## src/rtl/cond_unit.sv

```systemverilog
// Condition-check and flag stage: holds NZCV, evaluates the IR condition once per
// instruction, gates decoder write strobes and counts executed/annulled instructions.
module cond_unit #(
    parameter int unsigned CNT_W = 16
) (
    input  logic             clk,
    input  logic             reset,
    input  logic             IRWrite,
    input  logic [3:0]       Cond,
    input  logic [3:0]       ALUFlags,
    input  logic [1:0]       FlagW,
    input  logic             PCS,
    input  logic             NextPC,
    input  logic             RegW,
    input  logic             RegWHi,
    input  logic             MemW,
    output logic             PCWrite,
    output logic             RegWrite,
    output logic             RegWriteHi,
    output logic             MemWrite,
    output logic             CondEx,
    output logic [3:0]       Flags,
    output logic [CNT_W-1:0] ExecCount,
    output logic [CNT_W-1:0] SkipCount
);

    typedef enum logic {
        S_HOLD = 1'b0,
        S_PEND = 1'b1
    } state_t;

    state_t             state_q, state_d;
    logic               cond_ex_q, cond_ex_d;
    logic [3:0]         flags_q, flags_d;
    logic [CNT_W-1:0]   exec_q, exec_d;
    logic [CNT_W-1:0]   skip_q, skip_d;
    logic               cond_pass_c;
    logic               gate_c;

    // ARM condition table over {N,Z,C,V}; 1111 is treated as always.
    function automatic logic cond_eval(input logic [3:0] cond, input logic [3:0] f);
        logic n, z, c, v;
        logic r;
        {n, z, c, v} = f;
        unique case (cond)
            4'b0000: r = z;
            4'b0001: r = !z;
            4'b0010: r = c;
            4'b0011: r = !c;
            4'b0100: r = n;
            4'b0101: r = !n;
            4'b0110: r = v;
            4'b0111: r = !v;
            4'b1000: r = c & !z;
            4'b1001: r = !c | z;
            4'b1010: r = (n == v);
            4'b1011: r = (n != v);
            4'b1100: r = !z & (n == v);
            4'b1101: r = z | (n != v);
            default: r = 1'b1;
        endcase
        return r;
    endfunction

    assign cond_pass_c = cond_eval(Cond, flags_q);

    always_ff @(posedge clk) begin
        if (!reset) begin
            state_q   <= S_HOLD;
            cond_ex_q <= 1'b0;
            flags_q   <= 4'b0000;
            exec_q    <= '0;
            skip_q    <= '0;
        end else begin
            state_q   <= state_d;
            cond_ex_q <= cond_ex_d;
            flags_q   <= flags_d;
            exec_q    <= exec_d;
            skip_q    <= skip_d;
        end
    end

    // Evaluation happens only in PEND; flags move only while an executed instruction holds.
    always_comb begin
        state_d   = IRWrite ? S_PEND : S_HOLD;
        cond_ex_d = cond_ex_q;
        flags_d   = flags_q;
        exec_d    = exec_q;
        skip_d    = skip_q;
        if (state_q == S_PEND) begin
            cond_ex_d = cond_pass_c;
            if (cond_pass_c) begin
                if (exec_q != '1) exec_d = exec_q + CNT_W'(1);
            end else begin
                if (skip_q != '1) skip_d = skip_q + CNT_W'(1);
            end
        end else if (cond_ex_q && !IRWrite) begin
            if (FlagW[1]) flags_d[3:2] = ALUFlags[3:2];
            if (FlagW[0]) flags_d[1:0] = ALUFlags[1:0];
        end
    end

    assign gate_c     = reset & cond_ex_q;
    assign PCWrite    = reset & (NextPC | (PCS & cond_ex_q));
    assign RegWrite   = RegW & gate_c;
    assign RegWriteHi = RegWHi & gate_c;
    assign MemWrite   = MemW & gate_c;
    assign CondEx     = cond_ex_q;
    assign Flags      = flags_q;
    assign ExecCount  = exec_q;
    assign SkipCount  = skip_q;

endmodule

```

## config.mk

```make
export PLATFORM = sky130hd
export DESIGN_NAME = cond_unit
export DESIGN_NICKNAME = d
export VERILOG_FILES = /design/src/rtl/cond_unit.sv
export SDC_FILE = /design/constraint.sdc
export NUM_CORES = 1
export LEC_CHECK = 0
export CAP_MARGIN = 20
export CORE_MARGIN = 4
export CORE_UTILIZATION = 48
export CTS_CLUSTER_DIAMETER = 150
export DETAILED_ROUTE_END_ITERATION = 16
export HOLD_SLACK_MARGIN = 0.02
export PLACE_DENSITY = 0.8
export SYNTH_ARGS = -nofsm -noshare
export SYNTH_HDL_FRONTEND = slang
export SYNTH_SLANG_ARGS = --single-unit
```

## constraint.sdc

```tcl
create_clock -name clk -period 3.3 [get_ports clk]
set_input_delay 0.66 -clock clk [delete_from_list [all_inputs] [get_ports clk]]
set_output_delay 0.66 -clock clk [all_outputs]
set_load 0.03 [all_outputs]
```

---- Word level (Yosys, flattened, before mapping) ----
Cells that the tools add are included.
storage, ports and cells
  register bits after elaboration ......... 38
  input bits .............................. 18
  output and inout bits ................... 41
  logic and storage cells ................. 51
operators by class
  add/sub/neg operators ................... 2
  equality and inequality tests ........... 17
  mux-type cells .......................... 2
  bitwise operators ....................... 13
  reductions and logical operators ........ 11
operators by type and width
  cell                   count
  $add 16x1->16 const B  2
  $ne 16x16->1 const B   2
  $eq 4x4->1 const B     6
  $eq 4x3->1 const B     4
  $pmux 1 s14            1
  $reduce_and 3->1       4
  $and 1x1->1            8
  $eq 4x2->1 const B     2
  $logic_not 1->1        5
  $eq 4x1->1 const B     1
  $logic_not 4->1        1
  $or 1x1->1             3
  $not 1->1              2
  $eq 1x1->1             1
  $logic_and 1x1->1      1
  $mux 1                 1
  $ne 1x1->1             1

---- Depth between registers and ports, before layout ----
  word-level depth ........................ 5
  mapped depth ............................ 10
  depth with buffers taken out ............ 7

---- Least setup slack after synthesis ----
No wires, ideal clock.
  path kind ............................... input -> register
  start ................................... input port Cond[0]
  end ..................................... register exec_q[14] (netlist: ExecCount[14])
  library setup time ...................... 71 ps
  arrival ................................. 2543 ps
  setup slack ............................. 686 ps
  stages on the path ...................... 9
  buffers on the path ..................... 3
  cell sequence ........................... buf_6 -> or4b_1 -> a31oi_1 -> o21ai_1 -> and3_1 -> buf_6 -> buf_6 -> or4_1 -> a21oi_1
on the way
  longest elaborated chain between the ends .. 3
  elaborated cells between the ends (all ways) .. 16
RTL lines
  what                                      RTL line  RTL
  start, declared                           9         input logic [3:0] Cond,
  $eq 4x4->1, or another cell as far along  45        unique case (cond)
  $pmux 1 s14 *                             45
  $reduce_and 3->1 (no line) *              -
  end signal, assigned                      72        exec_q <= '0;
  end signal, assigned                      78        exec_q <= exec_d;
  end, declared                             35        logic [CNT_W-1:0] exec_q, exec_d;
Every way passes the cells marked *; elsewhere a longest branch is shown, timed or not.
A chain may end at the register's enable or synchronous reset.

---- Worst setup path in the final report ----
  start ................................... input port Cond[3]
  end ..................................... register exec_q[2] (netlist: ExecCount[2])
Same word-level chain as after synthesis.

==> results.json <==
{
  "reg2reg_to": "ExecCount[2]",
  "critPathArrivalTime_ps": 3070,
  "synth_top_area_cell": "dfxtp_1",
  "place_ws_ps": 170,
  "switching_power_mw": 0.229,
  "endpoint": "ExecCount[2]",
  "ys.flop_type": "dfxtp_1",
  "track_usage_pct": 19.7,
  "rrSetupSlack_ps": 860,
  "cp-start-kind": "input pin",
  "max_freq_ghz": 0.350,
  "post_cts_buffers": 0,
  "synthAdderAreaFrac_pct": 1.19,
  "antenna_cells": 0,
  "vias": 2135,
  "hold_viol_final": 0,
  "synth-edff-count": 0,
  "viasPerCell": 5.90,
  "routabilityCongestion": 0.881,
  "muxShareOfSynthArea_pct": 7.62,
  "rsz0062_at_grt": "no",
  "status": "finished, final reports clean",
  "maxSlewViolCount": 0,
  "portBuffers": 58,
  "cts_root_buffer": "clkbuf_8",
  "cts.clk_slew.worst_paths_ps": 70,
  "yosysTopAreaCellShare_pct": 36.2,
  "synthXorXnorAreaFrac_pct": 1.25,
  "cp.buffers_inverters": 1,
  "cts_resized": 0,
  "ys_seq_area_share_pct": 36.2,
  "grt_pass1_wl_um": 8590,
  "routed_wl_um": 5260,
  "intPower_mw": 0.834,
  "worst_pin_slew_ps": 701,
  "drive_gt1_share_pct": 7.05,
  "crit_chain": "clkdlybuf4s50_1 > or4b_1 > a31oi_1 > o21ai_1 > and3_1 > or4_1 > a21oi_1",
  "area_delta_synth_final_pct": 36.9,
  "grt_pass1_vias": 1897,
  "grt_max_degree": 26,
  "fp.coreArea_um2": 4120,
  "cts_tree": "yes",
  "pwr-share-comb_pct": 10.0,
  "p_sw_share_pct": 21.6,
  "clk_latency_ps": 280,
  "drv_cap": 0,
  "hold_class": "reg2reg",
  "clock-sinks": 38,
  "layout.nets": 331,
  "die-area_um2": 5500,
  "dr.pass1.iters": 4,
  "synth.area.top_cells": "dfxtp_1 (36%), mux2i_1 (7.6%), a21oi_1 (5.0%)",
  "leakagePower_nw": 0.927,
  "met1Wirelength_um": 2330,
  "reg2reg_from": "Flags[3]",
  "synth_nets": 271,
  "drt.antenna.violating_nets": 0,
  "peakVddDrop_uv": 260,
  "min_period_over_period_pct": 86.6,
  "synth_top_family_by_area": "simple AND/OR/NAND/NOR gates",
  "synth_seq_cells": 38,
  "finalSetupTns_ps": 0,
  "pwr-share-seq_pct": 44.2,
  "fillers": 359,
  "top_layer_used": "met4",
  "dieHeight_um": 74.2,
  "register_area_um2": 761,
  "post-route-util_pct": 69.9,
  "overflow": 0,
  "crit_family": "simple AND/OR/NAND/NOR gates",
  "drc": 0,
  "finalSetupViolations": 0,
  "h-tree-depth": 2,
  "wl_met3_um": 306,
  "wl_per_cell_um": 14.5,
  "crit_start": "Cond[3]",
  "power.share.clock_pct": 45.8,
  "clk_path_buf_depth": 2,
  "slew_headroom_pct": 53.3,
  "yosysUniqueCellTypes": 43,
  "setup_ws_ps": 444,
  "placementRows": 23,
  "die_w_um": 74.2,
  "cp_max_fo": 24,
  "hold_ws_ps": 496,
  "end_kind": "register",
  "cp_slowest_cell": "or4_1",
  "cts_buffers": 5,
  "synth.cell_area_um2": 2100,
  "setup.worst_path.class": "in2reg",
  "cp_data_required_time_ps": 3520,
  "finClkSkew_ps": 3.17,
  "r2r_cells": 6,
  "synthSimpleGateAreaFrac_pct": 34.5,
  "start_util_pct": 51.0,
  "pin_count": 59,
  "drt_iter0_drc": 113,
  "dp_hpwl_um": 3800,
  "fin_crit_ps": 2860,
  "antenna_found_initial": 0,
  "multiInputGateArea_um2": 1250,
  "yosys_warnings": 0,
  "power_density_nw_per_um2": 369,
  "synthArstFlopShare_pct": 0,
  "synth_compound_area_share_pct": 15.1,
  "hold_buffers": 0,
  "path_depth": 7,
  "synthCells": 251,
  "met2WireLength_um": 2560,
  "critical-path-max-stage-delay_ps": 590,
  "avgSynthCellArea_um2": 8.37
}
-- stage by stage --
stage	std cells	power [mW]	cell area, um^2
floorplan	251	0.544	2100
global placement	354	0.584	2730
detailed placement	354	0.587	2730
CTS	362	1.07	2880
global route	362	1.10	2880
finish	362	1.06	2880
-- cell type report --
| class | instances | area share [%] |
|---|---|---|
| flip-flops and latches | 38 | 26.4 |
| repair buffers | 67 | 22.4 |
| well taps | 50 | 2.17 |
| multi-input cells | 196 | 43.6 |
| clock inverters | 2 | 2.09 |
| inverters | 3 | 0.391 |
| clock buffers | 6 | 2.87 |
-- synth_stat cells, types with 2 or more instances --
cell type,instances
and3b_1,2
and3_1,6
buf_6,3
or4_1,11
nand3_1,11
nor4bb_1,3
nand2b_1,9
xor2_1,2
nor4b_1,5
a21oi_1,21
clkbuf_1,10
mux2i_1,16
nor4_1,5
or2_2,4
or3_1,11
o311ai_0,2
nand4_1,7
nor3_1,2
nor3b_1,3
o21ai_0,10
nand3b_1,2
o31ai_1,11
ha_1,2
inv_1,2
nand2_1,25
dfxtp_1,38
and2_1,2
and4_1,2
nor2_1,10
-- per-layer routing --
layer	up-vias	global-route usage, %
li1	1075	-
met5	-	0
met2	64	33.4
met1	989	25.1
met4	0	4.83
met3	7	4.73
-- kinds of logic (layout without fill, tap and decap cells) --
| group | Yosys count | in the layout |
|---|---|---|
| fa+ha+maj | 2 | 2 |
| simple gates | 123 | 123 |
| flops | 38 | 38 |
| mux | 16 | 16 |
| xor+xnor | 3 | 3 |
| buf+inv | 17 | 78 |
| compound gates | 52 | 52 |
-- layout by cell type (no fill, tap or decap), drive strengths merged, types with 3 or more instances in the layout --
cell            n
a21oi          21
and3            6
buf            10
clkbuf          6
clkdlybuf4s50  57
dfxtp          38
mux2i          16
nand2          25
nand2b          9
nand3          11
nand4           7
nor2           10
nor3b           3
nor4            5
nor4b           5
nor4bb          3
o21ai          11
o31ai          11
or2             4
or3            11
or4            11
-- how the worst min path moves through the flow --
stage / start / to / slack (ps) / depth (start not counted)
floorplan: state_q / CondEx / 570 / 2
global placement: SkipCount[5] / SkipCount[5] / 480 / 2
detailed placement: ExecCount[5] / ExecCount[5] / 480 / 2
CTS: ExecCount[5] / ExecCount[5] / 490 / 2
global route: ExecCount[5] / ExecCount[5] / 510 / 2
finish: ExecCount[5] / ExecCount[5] / 500 / 2
-- tightest hold or removal path, cell delays in order, from the launching register on --
cell and delay (ps):
dfxtp_1 340, nand2_1 60, mux2i_1 50
-- state kept, by name (all words and copies together) (netlist names) --
signal / cells
CondEx: 1
ExecCount: 16
Flags: 4
SkipCount: 16
state_q: 1
-- power by group through the flow --
stage	clock [mW]	combinational (mW)	sequential [mW]
after CTS	0.493	0.106	0.470
after floorplan	0	0.0589	0.485
after global routing	0.514	0.116	0.470
after detailed placement	0	0.106	0.480
after global placement	0	0.104	0.480
final	0.487	0.107	0.470
Power figures use the tool's default switching activity.
==> RTL change, RTL diff (config.mk and constraints unchanged) <==
Change the parameter `CNT_W` from 16 to 18.
--- a/src/rtl/cond_unit.sv
+++ b/src/rtl/cond_unit.sv
@@ -3,3 +3,3 @@
 module cond_unit #(
-    parameter int unsigned CNT_W = 16
+    parameter int unsigned CNT_W = 18
 ) (
Ports: changed (resized ExecCount and SkipCount); port bits go from 59 to 63. No check against the original RTL was run, so the function may have changed too.
==> RTL change against the original RTL <==
Register-to-register slack improved by 210 ps. Sequential cell count rose by 4. Routed wire length rose by 9.6%. Design area rose by 5.2%. Total power fell by 10%. Synthesized area rose by 8.9%. Worst setup slack improved by 130 ps. Largest power group is now registers. Highest routed layer unchanged.
==> RTL change: results (changes against the original RTL) <==
stage,metric,value,unit,change
sta,holdWs,493,ps,-3.22 ps
pwr,power.switching,0.000251,W,+9.5%
routing,wl_met1,2690,um,+16%
synth,synth-compound-area-share,0.167,,+0.0161
place,hpwl,4140,um,+8.9%
setup_path,cp.arrival,2060,ps,-1010 ps
place,dp.cells,388,,+9.6%
routing,drt_wl_total,5760,um,+9.6%
setup_path,reg2reg_slack,1070,ps,+210 ps
sta,setup_ws,577,ps,+133 ps
global_routing,grt_use_met1,0.245,,-0.00551
global_routing,grt_usage,0.197,,about the same
synth,seq_area_frac_synth,0.367,,+0.00529
setup_path,r2r-end,ExecCount[15],,
synth,synthCells,285,,+14%
sta,fin_skew,10.0,ps,+6.85 ps
synth,synth.area.mux_share,0.0612,,-0.0150
pwr,pwr-share-clk,0.327,,-0.131
routing,wl_met3,258,um,-16%
routing,via_per_inst,5.89,,-0.16%
place,gp_congestion,0.815,,-7.5%
synth,synthAdderAreaFrac,0.0109,,-0.000977
sta,relSlewSlack,0.575,,+0.0427
run_status,outcome,finished clean,,
global_routing,grt_pass1_wl,9780,um,+14%
layout,final_nets,363,,+9.7%
synth,synthTopCellsByCount,"42 x dfxtp_1, 27 x a21oi_1, 27 x nand2_1, 22 x nand3_1, 17 x nor2_1",,
global_routing,grt_start_max_net_pins,36,,+38%
place,port-buffer-count,62,,+6.9%
setup_path,path_max_fanout,5,,-79%
RTL change: changes by cell type after synthesis, sizes merged, moves of 5 or more:
cell | before | now
nand3 | 11 | 22
nor2 | 10 | 17
a21oi | 21 | 27
nor4b | 5 | 0
nand4 | 7 | 12
RTL change: layout make-up:
cell class                 count  area share
multi-input combinational    221       0.446
clock buffer                   5      0.0227
clock inverter                 2     0.00331
sequential                    42       0.278
timing repair buffer          67       0.221
tap                           52      0.0215
inverter                       6     0.00744
RTL change: how the worst max path moves through the flow:
stage,start,endpoint,cells after the start
2_1_floorplan,Cond[2],SkipCount[10],7
3_3_place_gp,Cond[2],ExecCount[9],8
3_5_place_dp,Cond[2],SkipCount[4],8
4_1_cts,reset,RegWrite,3
5_1_grt,reset,RegWriteHi,3
6_report,reset,RegWrite,3
RTL change: critical path: stages:
cell and delay (ps):
clkdlybuf4s50_1 540, and3_1 180, clkdlybuf4s50_1 670
